<file path="src/rtl/req_ack_arbiter.sv">
// Round-robin arbiter sharing one blocking req/ack destination among NUM_REQ requesters.
// Optional watchdog enabled by defining REQ_ACK_ARB_TIMEOUT_EN (adds the timeout_err port).
module req_ack_arbiter #(
    parameter int NUM_REQ        = 4,
    parameter int DATA_W         = 32,
    parameter int RDATA_W        = 32,
    parameter int TIMEOUT_CYCLES = 256
) (
    input  logic                         clk,
    input  logic                         rst,
    input  logic [NUM_REQ-1:0]           s_req,
    input  logic [NUM_REQ*DATA_W-1:0]    s_data,
    output logic [NUM_REQ-1:0]           s_ack,
    output logic [RDATA_W-1:0]           s_rdata,
    output logic                         m_req,
    output logic [DATA_W-1:0]            m_data,
    input  logic                         m_ack,
    input  logic [RDATA_W-1:0]           m_rdata,
    output logic [$clog2(NUM_REQ)-1:0]   grant_id,
    output logic                         busy
`ifdef REQ_ACK_ARB_TIMEOUT_EN
    ,
    output logic                         timeout_err
`endif
);

    localparam int GW = $clog2(NUM_REQ);

    typedef enum logic {
        IDLE = 1'b0,
        BUSY = 1'b1
    } state_t;

    state_t            state;
    state_t            state_next;
    logic              load;
    logic              to_hit;
    logic [GW-1:0]     winner;
    logic [GW-1:0]     scan;
    logic              found;
    logic [DATA_W-1:0] data_arr [NUM_REQ];

    for (genvar g = 0; g < NUM_REQ; g++) begin : g_unpack
        assign data_arr[g] = s_data[g*DATA_W +: DATA_W];
    end

    // Cyclic search starting just after the last grant; the last granted port has lowest priority.
    always_comb begin
        winner = grant_id;
        found  = 1'b0;
        scan   = '0;
        for (int unsigned k = 1; k <= NUM_REQ; k++) begin
            scan = GW'((32'(grant_id) + k) % NUM_REQ);
            if (!found && s_req[scan]) begin
                winner = scan;
                found  = 1'b1;
            end
        end
    end

    always_ff @(posedge clk or posedge rst) begin
        if (rst) begin
            state    <= IDLE;
            grant_id <= GW'(NUM_REQ - 1);
            m_data   <= '0;
        end else begin
            state <= state_next;
            if (load) begin
                grant_id <= winner;
                m_data   <= data_arr[winner];
            end
        end
    end

    always_comb begin
        state_next = state;
        load       = 1'b0;
        case (state)
            IDLE: begin
                if (|s_req) begin
                    state_next = BUSY;
                    load       = 1'b1;
                end
            end
            BUSY: begin
                if (m_ack || to_hit) begin
                    state_next = IDLE;
                end
            end
            default: state_next = IDLE;
        endcase
    end

    always_comb begin
        s_ack   = '0;
        s_rdata = m_rdata;
        m_req   = (state == BUSY);
        busy    = (state == BUSY);
        if (state == BUSY) begin
            if (m_ack) begin
                s_ack[grant_id] = 1'b1;
            end else if (to_hit) begin
                s_ack[grant_id] = 1'b1;
                s_rdata         = '0;
            end
        end
    end

`ifdef REQ_ACK_ARB_TIMEOUT_EN
    logic [15:0] to_cnt;

    // Fires in BUSY cycle TIMEOUT_CYCLES; a simultaneous m_ack takes precedence.
    always_comb begin
        to_hit = (state == BUSY) && !m_ack && (to_cnt == 16'(TIMEOUT_CYCLES - 1));
    end

    always_ff @(posedge clk or posedge rst) begin
        if (rst) begin
            to_cnt      <= '0;
            timeout_err <= 1'b0;
        end else begin
            if (load) begin
                to_cnt <= '0;
            end else if (state == BUSY) begin
                to_cnt <= to_cnt + 16'd1;
            end
            if (to_hit) begin
                timeout_err <= 1'b1;
            end
        end
    end
`else
    always_comb begin
        to_hit = 1'b0;
    end
`endif

    a_no_ack_in_idle : assert property (@(posedge clk) disable iff (rst)
        (state == IDLE) |-> !m_ack);

    a_ack_onehot : assert property (@(posedge clk) disable iff (rst)
        $onehot0(s_ack));

endmodule

</file>
<file path="config.mk">
export PLATFORM = sky130hd
export DESIGN_NAME = req_ack_arbiter
export DESIGN_NICKNAME = d
export VERILOG_FILES = /design/src/rtl/req_ack_arbiter.sv
export SDC_FILE = /design/constraint.sdc
export NUM_CORES = 1
export LEC_CHECK = 0
export BUFFER_PORTS_ARGS = -buffer_cell sky130_fd_sc_hd__buf_2
export CORE_MARGIN = 2
export CORE_UTILIZATION = 50
export DETAILED_ROUTE_END_ITERATION = 10
export PLACE_DENSITY = 0.9
export SETUP_SLACK_MARGIN = 0.02
export SKIP_LAST_GASP = 1
export SLEW_MARGIN = 40
export SYNTH_ARGS = -nofsm -noshare
export SYNTH_HDL_FRONTEND = slang
export SYNTH_SLANG_ARGS = --single-unit
</file>
<file path="constraint.sdc">
create_clock -name clk -period 3.7 [get_ports clk]
set_input_delay 0.74 -clock clk [delete_from_list [all_inputs] [get_ports clk]]
set_output_delay 0.74 -clock clk [all_outputs]
set_load 0.03 [all_outputs]
</file>
# After elaboration in Yosys (flattened, before gate mapping)
# Index checks and enable logic that the tools add are counted.
[op_classes]
bitwise = 2
mux = 26
order_cmp = 7
add_sub_neg = 4
reduce_logical = 8
[ops]
columns = ["cell", "count"]
rows = [
  ["32-bit binary-select mux with 2-bit select", 1],
  ["32-bit two-way mux", 2],
  ["2-bit by 3-bit less-than comparator with 1-bit output (second input constant)", 5],
  ["1-bit two-way mux", 11],
  ["1-bit binary-select mux with 2-bit select", 4],
  ["2-bit two-way mux", 4],
  ["4-bit two-way mux", 2],
  ["2-bit by 1-bit adder with 2-bit output (second input constant)", 2],
  ["2-bit adder (second input constant)", 2],
  ["1-bit logical AND", 4],
  ["4-bit OR reduction", 1],
  ["3-bit greater-or-equal comparator (second input constant)", 1],
  ["1-bit logical NOT", 3],
  ["2-bit inverter with 3-bit output", 1],
  ["1-bit demux with 2-bit select", 1],
  ["2-bit by 1-bit greater-or-equal comparator with 1-bit output (second input constant)", 1],
  ["1-bit one-hot mux with 2 select lines", 1],
  ["1-bit inverter", 1],
]
[totals]
inputBits = 167
elab_cells = 50
out_inout_bits = 72
reg_bits = 35

# Depth between registers and ports, before layout
# Gate-level depths: netlist of the first run.
[depth]
word_depth = 17
depth_mapped = 11
depth_no_buf = 7

# Worst setup path after synthesis of the first run
# Ideal clock, no wire load.
[synth_path]
path_kind = "flip-flop to flip-flop"
startpoint = "register grant_id[0]"
endpoint = "register m_data[14]"
path_stages_with_launch = 12
arrival_time_ns = 2.533
t_required_ns = 3.562
path_buffers = 4
setup_ns = 0.138
synth_period_minus_slack_ns = 2.671
slack_ns = 1.029
cell_sequence = "dfstp_2 -> buf_2 -> inv_1 -> ha_1 -> buf_2 -> mux2i_1 -> nor2_1 -> buf_4 -> clkbuf_1 -> o32a_1 -> o221ai_2 -> o211ai_1"
[synth_via]
elab_chain_len = 17
elab_cells_between_ends = 29
classes_between = "add/sub (4); mux (18); bitwise (1); reduce/logical (6)"
[synth_lines]
columns = ["element", "line", "source"]
rows = [
  ["from (decl)", "19", "output logic [$clog2(NUM_REQ)-1:0] grant_id,"],
  ["from (signal assigned)", "64", "grant_id <= GW'(NUM_REQ - 1);"],
  ["from (signal assigned)", "69", "grant_id <= winner;"],
  ["2-bit by 1-bit adder with 2-bit output", "53", "scan = GW'((32'(grant_id) + k) % NUM_REQ);"],
  ["1-bit binary-select mux with 2-bit select", "54", "if (!found && s_req[scan]) begin"],
  ["1-bit two-way mux (implied by the code)", "54", ""],
  ["1-bit two-way mux", "54", ""],
  ["1-bit logical NOT", "54", ""],
  ["1-bit logical AND", "54", ""],
  ["1-bit two-way mux", "54", ""],
  ["1-bit logical NOT", "54", ""],
  ["1-bit logical AND", "54", ""],
  ["1-bit two-way mux", "54", ""],
  ["1-bit logical NOT", "54", ""],
  ["1-bit logical AND", "54", ""],
  ["2-bit two-way mux *", "54", ""],
  ["2-bit inverter with 3-bit output (implied by the code) *", "70", "m_data <= data_arr[winner];"],
  ["32-bit binary-select mux with 2-bit select *", "70", ""],
  ["32-bit two-way mux (implied by the code) * (2 in series)", "70", ""],
  ["to (signal assigned)", "70", ""],
  ["to (decl)", "16", "output logic [DATA_W-1:0] m_data,"],
]
# Mark *: on every way between the ends. The rest lies on a longest branch, timed or not. The select of a mux whose other input is x is not followed.
# A chain may end at the register's enable or synchronous reset.

# Worst setup path in the final report of the first run
[layout_path]
startpoint = "register grant_id[1]"
endpoint = "register m_data[3]"
# Same word-level chain as after synthesis.

==> out/summary.txt, run 1 <==
outcome -> finished, final reports clean
Mapped Avg Cell Area -> 8.795 µm²
Final Cycle Share -> 0.8755
Hold Worst Slack -> 0.5087 ns
I/O pin cnt -> 239
Worst Setup Path Type -> reg -> reg
Net Count, Synth -> 687
CTS tree -> yes
die area -> 9855 µm²
crit path capture type -> register
CP arrival -> 3.43 ns
clk_skew -> 0.004071 ns
Cell Pwr Density -> 889.6 nW/µm²
Avg WL per Cell -> 21.21 µm
peak supply drop -> 0.0004616 V
via count -> 5,066
ANT cells -> 0
async set-or-reset flop fraction in the synthesized netlist -> 1.000
clock sink count -> 35
worst-skew pair later-pin latency -> 0.29 ns
initial antenna violation count -> 0
Slew Viols, Final -> 0
Worst-path clk slew -> 0.08 ns
post-synthesis sequential area ratio -> 0.1935
largest net degree at the start of global routing -> 139
Core ar. -> 8763 µm²
Row Count -> 34
Yosys Warn Count -> 0
setup TNS -> 0 ns
Clock Path Buffers -> 2
Post-Route WL -> 15.16 mm
Setup violations, final -> 0
Detailed Routing Iterations Pass 1 -> 5
DRT iter0 DRCs -> 470
RSZ-0062 raised after global routing -> no
top post-synthesis cells by area -> dfrtp_1 (18%), o32a_1 (14%), nand2b_1 (9.1%), o221a_1 (7.2%), o2111ai_1 (6.2%)
Top FF cell, synth -> dfrtp_1
Initial Utilization -> 0.5178
Syn Inst Count -> 516
area occupied by multi-input gates -> 3057 µm²
area grow syn2layout -> 15.08%
total track usage -> 0.2927
hpwl dp -> 10.41 mm
via/cell ratio -> 7.085
Post-DRT Antenna Nets -> 0
Post-synth EDFFs -> 0
post-CTS setup-driven buffer insertion count -> 0
Crit path required time -> 3.90 ns
port bufs -> 174
post_cts resized -> 0
CTS Root Cell -> clkbuf_8
fmax -> 308.7 MHz
Worst Hold Class -> reg -> reg
distinct cell type count after synthesis -> 35
CTS H-Tree Depth -> 2
endpoints failing hold -> 0
Final #Nets -> 777
Yosys reg bits -> 35
Final Wtd Congestion -> 0.8985
die width -> 99.27 µm
Tmin final -> 3.239 ns
startpoint types -> register
Seq. cell area -> 882.1 µm²
cell taking the most area after synthesis -> dfrtp_1
total congestion overflow -> 0
Crit-path slowest cell -> dfstp_2
max-cap viol count -> 0
Tot Pwr -> 4.646 mW
Post-CTS Hold Buffers -> 0
Filler cells -> 778
vias in the first global route -> 4,881
leak pwr -> 2.032 nW
Mapped Area -> 4538 µm²
critical-path cell list -> inv_1 -> ha_1 -> mux2i_1 -> nor2_4 -> buf_4 -> o32a_1 -> o2111ai_1 -> o211ai_1
Slew @ Worst Pin -> 0.8205 ns
crit-path max FO -> 36
first-pass GRT wire length -> 24.04 mm
CP max stage delay -> 0.65 ns
post-synth top area share -> 0.1820
Num CTS Buffers -> 5
fraction of layout cells with a size suffix above 1 -> 0.3608
DRC -> 0
die height -> 99.27 µm
Max transition margin -> 0.4530
==> sequential cells by signal (all words and copies together) (netlist names) <==
name      flops
m_data       32
busy          1
grant_id      2
==> path summary, 6_finish.rpt <==
kind / from / to / slack [ns] / cells past startpoint
min in group asynchronous: rst / m_data[29]$_DFFE_PP0P_ / 0.55 / 3
hold reg to reg: m_data[1]$_DFFE_PP0P_ / m_data[1]$_DFFE_PP0P_ / 0.51 / 2
hold / removal: m_data[1]$_DFFE_PP0P_ / m_data[1]$_DFFE_PP0P_ / 0.51 / 2
setup reg to reg: grant_id[1]$_DFFE_PP1P_ / m_data[3]$_DFFE_PP0P_ / 0.46 / 8
setup / recovery: grant_id[1]$_DFFE_PP1P_ / m_data[3]$_DFFE_PP0P_ / 0.46 / 8
max in group asynchronous: rst / grant_id[0]$_DFFE_PP1P_ / 2.79 / 3
==> synth_stat cells, types with 3 or more instances <==
cell type	n
o32a_1	64
o221a_1	29
buf_6	11
ha_1	4
nand2_1	36
o221a_2	3
inv_1	3
buf_2	28
nand2b_1	66
o22a_1	32
o221ai_1	29
buf_4	35
mux2i_1	5
o21ai_0	7
and3_1	4
nor2_1	6
o221ai_2	3
o211ai_1	32
a211o_1	3
o2111ai_1	32
dfrtp_1	33
clkbuf_1	32
==> critical path: cells and delay by family (launching register included) <==
family | cells | cell delay (ns)
compound gates | 3 | 0.56
simple gates | 1 | 0.57
flops | 1 | 0.65
buf+inv | 2 | 0.61
fa+ha+maj | 1 | 0.53
mux | 1 | 0.19
==> logic make-up after synthesis <==
kind of cell	synth area share
and+or+nand+nor	0.1417
buffers and inverters	0.1467
DFF	0.1935
muxes	0.01765
AOI/OAI and AO/OA	0.4894
adders and majority gates	0.01103
==> stage by stage <==
stage          instances  utilization  area (µm²)  setup slack [ns]
6_report             715       0.5959        5223            0.4607
5_1_grt              715       0.5959        5223            0.2162
4_1_cts              715       0.5957        5220            0.5331
3_5_place_dp         707       0.5828        5107            0.5501
3_3_place_gp         706       0.5807        5089            0.5817
2_1_floorplan        516            -        4538             1.029
==> final cells by class <==
type / instances / share of cell area
Multi-Input combinational cell: 370 / 0.5853
Clock buffer: 5 / 0.01318
Timing Repair Buffer: 191 / 0.1962
Sequential cell: 35 / 0.1689
Tap cell: 108 / 0.02587
Clock inverter: 3 / 0.008385
Inverter: 3 / 0.002156
==> routing by layer <==
layer  track usage  wire (µm)  up-vias
li1              -          -     2280
met1        0.3851       6353     2449
met2        0.4979       7344      304
met3       0.04146       1178       33
met4       0.09062        289        0
met5             0          0        -
==> layout by cell type, fill, tap and decap left out, drive strengths merged, types with 2 or more instances in the layout <==
master	count
a211o	3
a21o	2
a21oi	2
and3	4
buf	190
clkbuf	6
clkinv	3
dfrtp	33
dfstp	2
ha	4
inv	2
mux2	2
mux2i	5
nand2	36
nand2b	66
nor2	6
o2111ai	32
o211ai	32
o21a	2
o21ai	7
o221a	32
o221ai	32
o22a	32
o32a	64
==> power by group <==
part | internal, mW | total [mW] | switching, mW
clock network | 0.201 | 0.359 | 0.159
registers | 0.590 | 0.728 | 0.138
logic | 1.32 | 3.56 | 2.24
total | 2.11 | 4.65 | 2.53
Note: power is estimated with default switching activity, not from simulation.
==> run 2: changes to the inputs <==
--- a/config.mk
+++ b/config.mk
@@ -8,6 +8,7 @@
 export BUFFER_PORTS_ARGS = -buffer_cell sky130_fd_sc_hd__buf_2
 export CORE_MARGIN = 2
 export CORE_UTILIZATION = 50
+export CTS_BUF_LIST = sky130_fd_sc_hd__clkbuf_16
 export DETAILED_ROUTE_END_ITERATION = 10
 export PLACE_DENSITY = 0.9
 export SETUP_SLACK_MARGIN = 0.02
==> run 2 against run 1 <==
Net effect: non-clock buffer count is the same; first-iteration DRC count increased by 3.0%; clock power grew 35%; worst setup slack better by 0.0081 ns; power up 2.7%; design area up 1.1%; sequential power about the same; global-route usage is 0.059 points lower; via count about the same; register-to-register slack hardly changed; critical path type unchanged; wire length shrank 0.34%; largest cell class unchanged.
==> out/summary.txt, run 2 (synthesis gave the netlist of run 1 again) <==
Clock Path Buffers -> 2
largest net degree at the start of global routing -> 139
Worst R2R Setup Slack -> 0.47 ns
Crit path required time -> 3.89 ns
via/cell ratio -> 7.080
Filler cells -> 770
clock sink count -> 35
Final #Nets -> 777
setup TNS -> 0 ns
crit path capture type -> register
commonest non-fill, non-tap cell in the layout -> buf_2
outcome -> finished, final reports clean
first-pass GRT wire length -> 24.01 mm
ANT cells -> 0
max-cap viol count -> 0
Top reg by flops -> m_data
CTS tree -> yes
Row Count -> 34
Final Cycle Share -> 0.8733
Slew Viols, Final -> 0
Post-Route WL -> 15.11 mm
Place WS -> 0.5501 ns
reg-to-reg critical path endpoint -> m_data[26]$_DFFE_PP0P_
Tmin final -> 3.231 ns
Final Wtd Congestion -> 0.8985
Worst-path clk slew -> 0.06 ns
Critical path origin -> grant_id[1]$_DFFE_PP1P_
fmax -> 309.5 MHz
endpoints failing hold -> 0
Worst Hold Class -> reg -> reg
Post-DRT Antenna Nets -> 0
worst-skew pair later-pin latency -> 0.28 ns
total track usage -> 0.2922
worst setup path endpoint -> m_data[26]$_DFFE_PP0P_
port bufs -> 174
Core ar. -> 8763 µm²
Slew @ Worst Pin -> 0.8157 ns
die width -> 99.27 µm
Final Util -> 0.6024
CP arrival -> 3.42 ns
die height -> 99.27 µm
total congestion overflow -> 0
clk_skew -> 0.003164 ns
Max transition margin -> 0.4562
Post-CTS Hold Buffers -> 0
RSZ-0062 raised after global routing -> no
DRC -> 0
leak pwr -> 2.057 nW
post-CTS setup-driven buffer insertion count -> 0
fraction of layout cells with a size suffix above 1 -> 0.3608
Seq. cell area -> 882.1 µm²
commonest non-fill, non-tap cells in the layout -> buf_2 (174), nand2b_1 (65), o32a_1 (64), nand2_1 (36), dfrtp_1 (33)
Final WS setup -> 0.4687 ns
I/O pin cnt -> 239
startpoint types -> register
reg2reg path depth -> 8
area grow syn2layout -> 16.32%
post_cts resized -> 0
Setup violations, final -> 0
DRT iter0 DRCs -> 484
r2r startpoint -> grant_id[1]$_DFFE_PP1P_
CTS H-Tree Depth -> 2
Worst Setup Path Type -> reg -> reg
CTS Root Cell -> clkbuf_16
die area -> 9855 µm²
via count -> 5,062
hpwl dp -> 10.41 mm
Initial Utilization -> 0.5178
max reg flops -> 32
Avg WL per Cell -> 21.14 µm
Detailed Routing Iterations Pass 1 -> 5
area occupied by multi-input gates -> 3057 µm²
peak supply drop -> 0.0004846 V
vias in the first global route -> 4,923
initial antenna violation count -> 0
Cell Pwr Density -> 903.7 nW/µm²
crit-path max FO -> 36
Num CTS Buffers -> 5
==> run 2: worst max-delay path, cell delays in order (launching register included) <==
cell       delay (ns)
dfstp_2          0.64
inv_1            0.13
ha_1             0.53
mux2i_1          0.19
nor2_4           0.57
buf_4            0.47
o32a_1           0.23
o2111ai_1        0.14
o211ai_1         0.21
==> run 2: cell type report <==
cell class,instances,area share
sequential,35,0.1671
clock inverter,3,0.008296
clock buffer,5,0.02370
inverter,3,0.002133
multi-input combinational,370,0.5790
timing repair buffer,191,0.1941
tap,108,0.02560
==> run 2: worst min path at each step <==
stage | from | end | slack, ns | depth (start not counted)
floorplan | grant_id[1]$_DFFE_PP1P_ | grant_id[1]$_DFFE_PP1P_ | 0.67 | 2
global placement | m_data[4]$_DFFE_PP0P_ | m_data[4]$_DFFE_PP0P_ | 0.48 | 2
detailed placement | m_data[28]$_DFFE_PP0P_ | m_data[28]$_DFFE_PP0P_ | 0.49 | 2
CTS | m_data[6]$_DFFE_PP0P_ | m_data[6]$_DFFE_PP0P_ | 0.51 | 2
global route | m_data[26]$_DFFE_PP0P_ | m_data[26]$_DFFE_PP0P_ | 0.53 | 2
finish | m_data[6]$_DFFE_PP0P_ | m_data[6]$_DFFE_PP0P_ | 0.50 | 2
==> run 2: stage by stage <==
stage | instance area, µm² | hold WS, ns | total power [mW] | std cells
after CTS | 5276 | 0.5066 | 4.730 | 715
after global placement | 5089 | 0.4801 | 4.077 | 706
after detailed placement | 5107 | 0.4909 | 4.234 | 707
after global routing | 5279 | 0.5255 | 5.063 | 715
after floorplan | 4538 | 0.6700 | 3.488 | 516
final | 5279 | 0.5044 | 4.771 | 715
==> run 2: report_power, final <==
group	internal, mW	leakage (nW)	switching [mW]
logic	1.32	1.55	2.23
clock network	0.318	0.0838	0.168
registers	0.591	0.419	0.138
total	2.23	2.06	2.54
==> run 2: routing by layer <==
layer / global-route usage / share of wire / vias up / wire length, µm
met4: 0.09800 / 0.021 / 0 / 316
met1: 0.3794 / 0.41 / 2422 / 6270
li1: - / - / 2283 / -
met2: 0.4964 / 0.48 / 316 / 7283
met5: 0 / 0 / - / 0
met3: 0.04498 / 0.082 / 41 / 1242
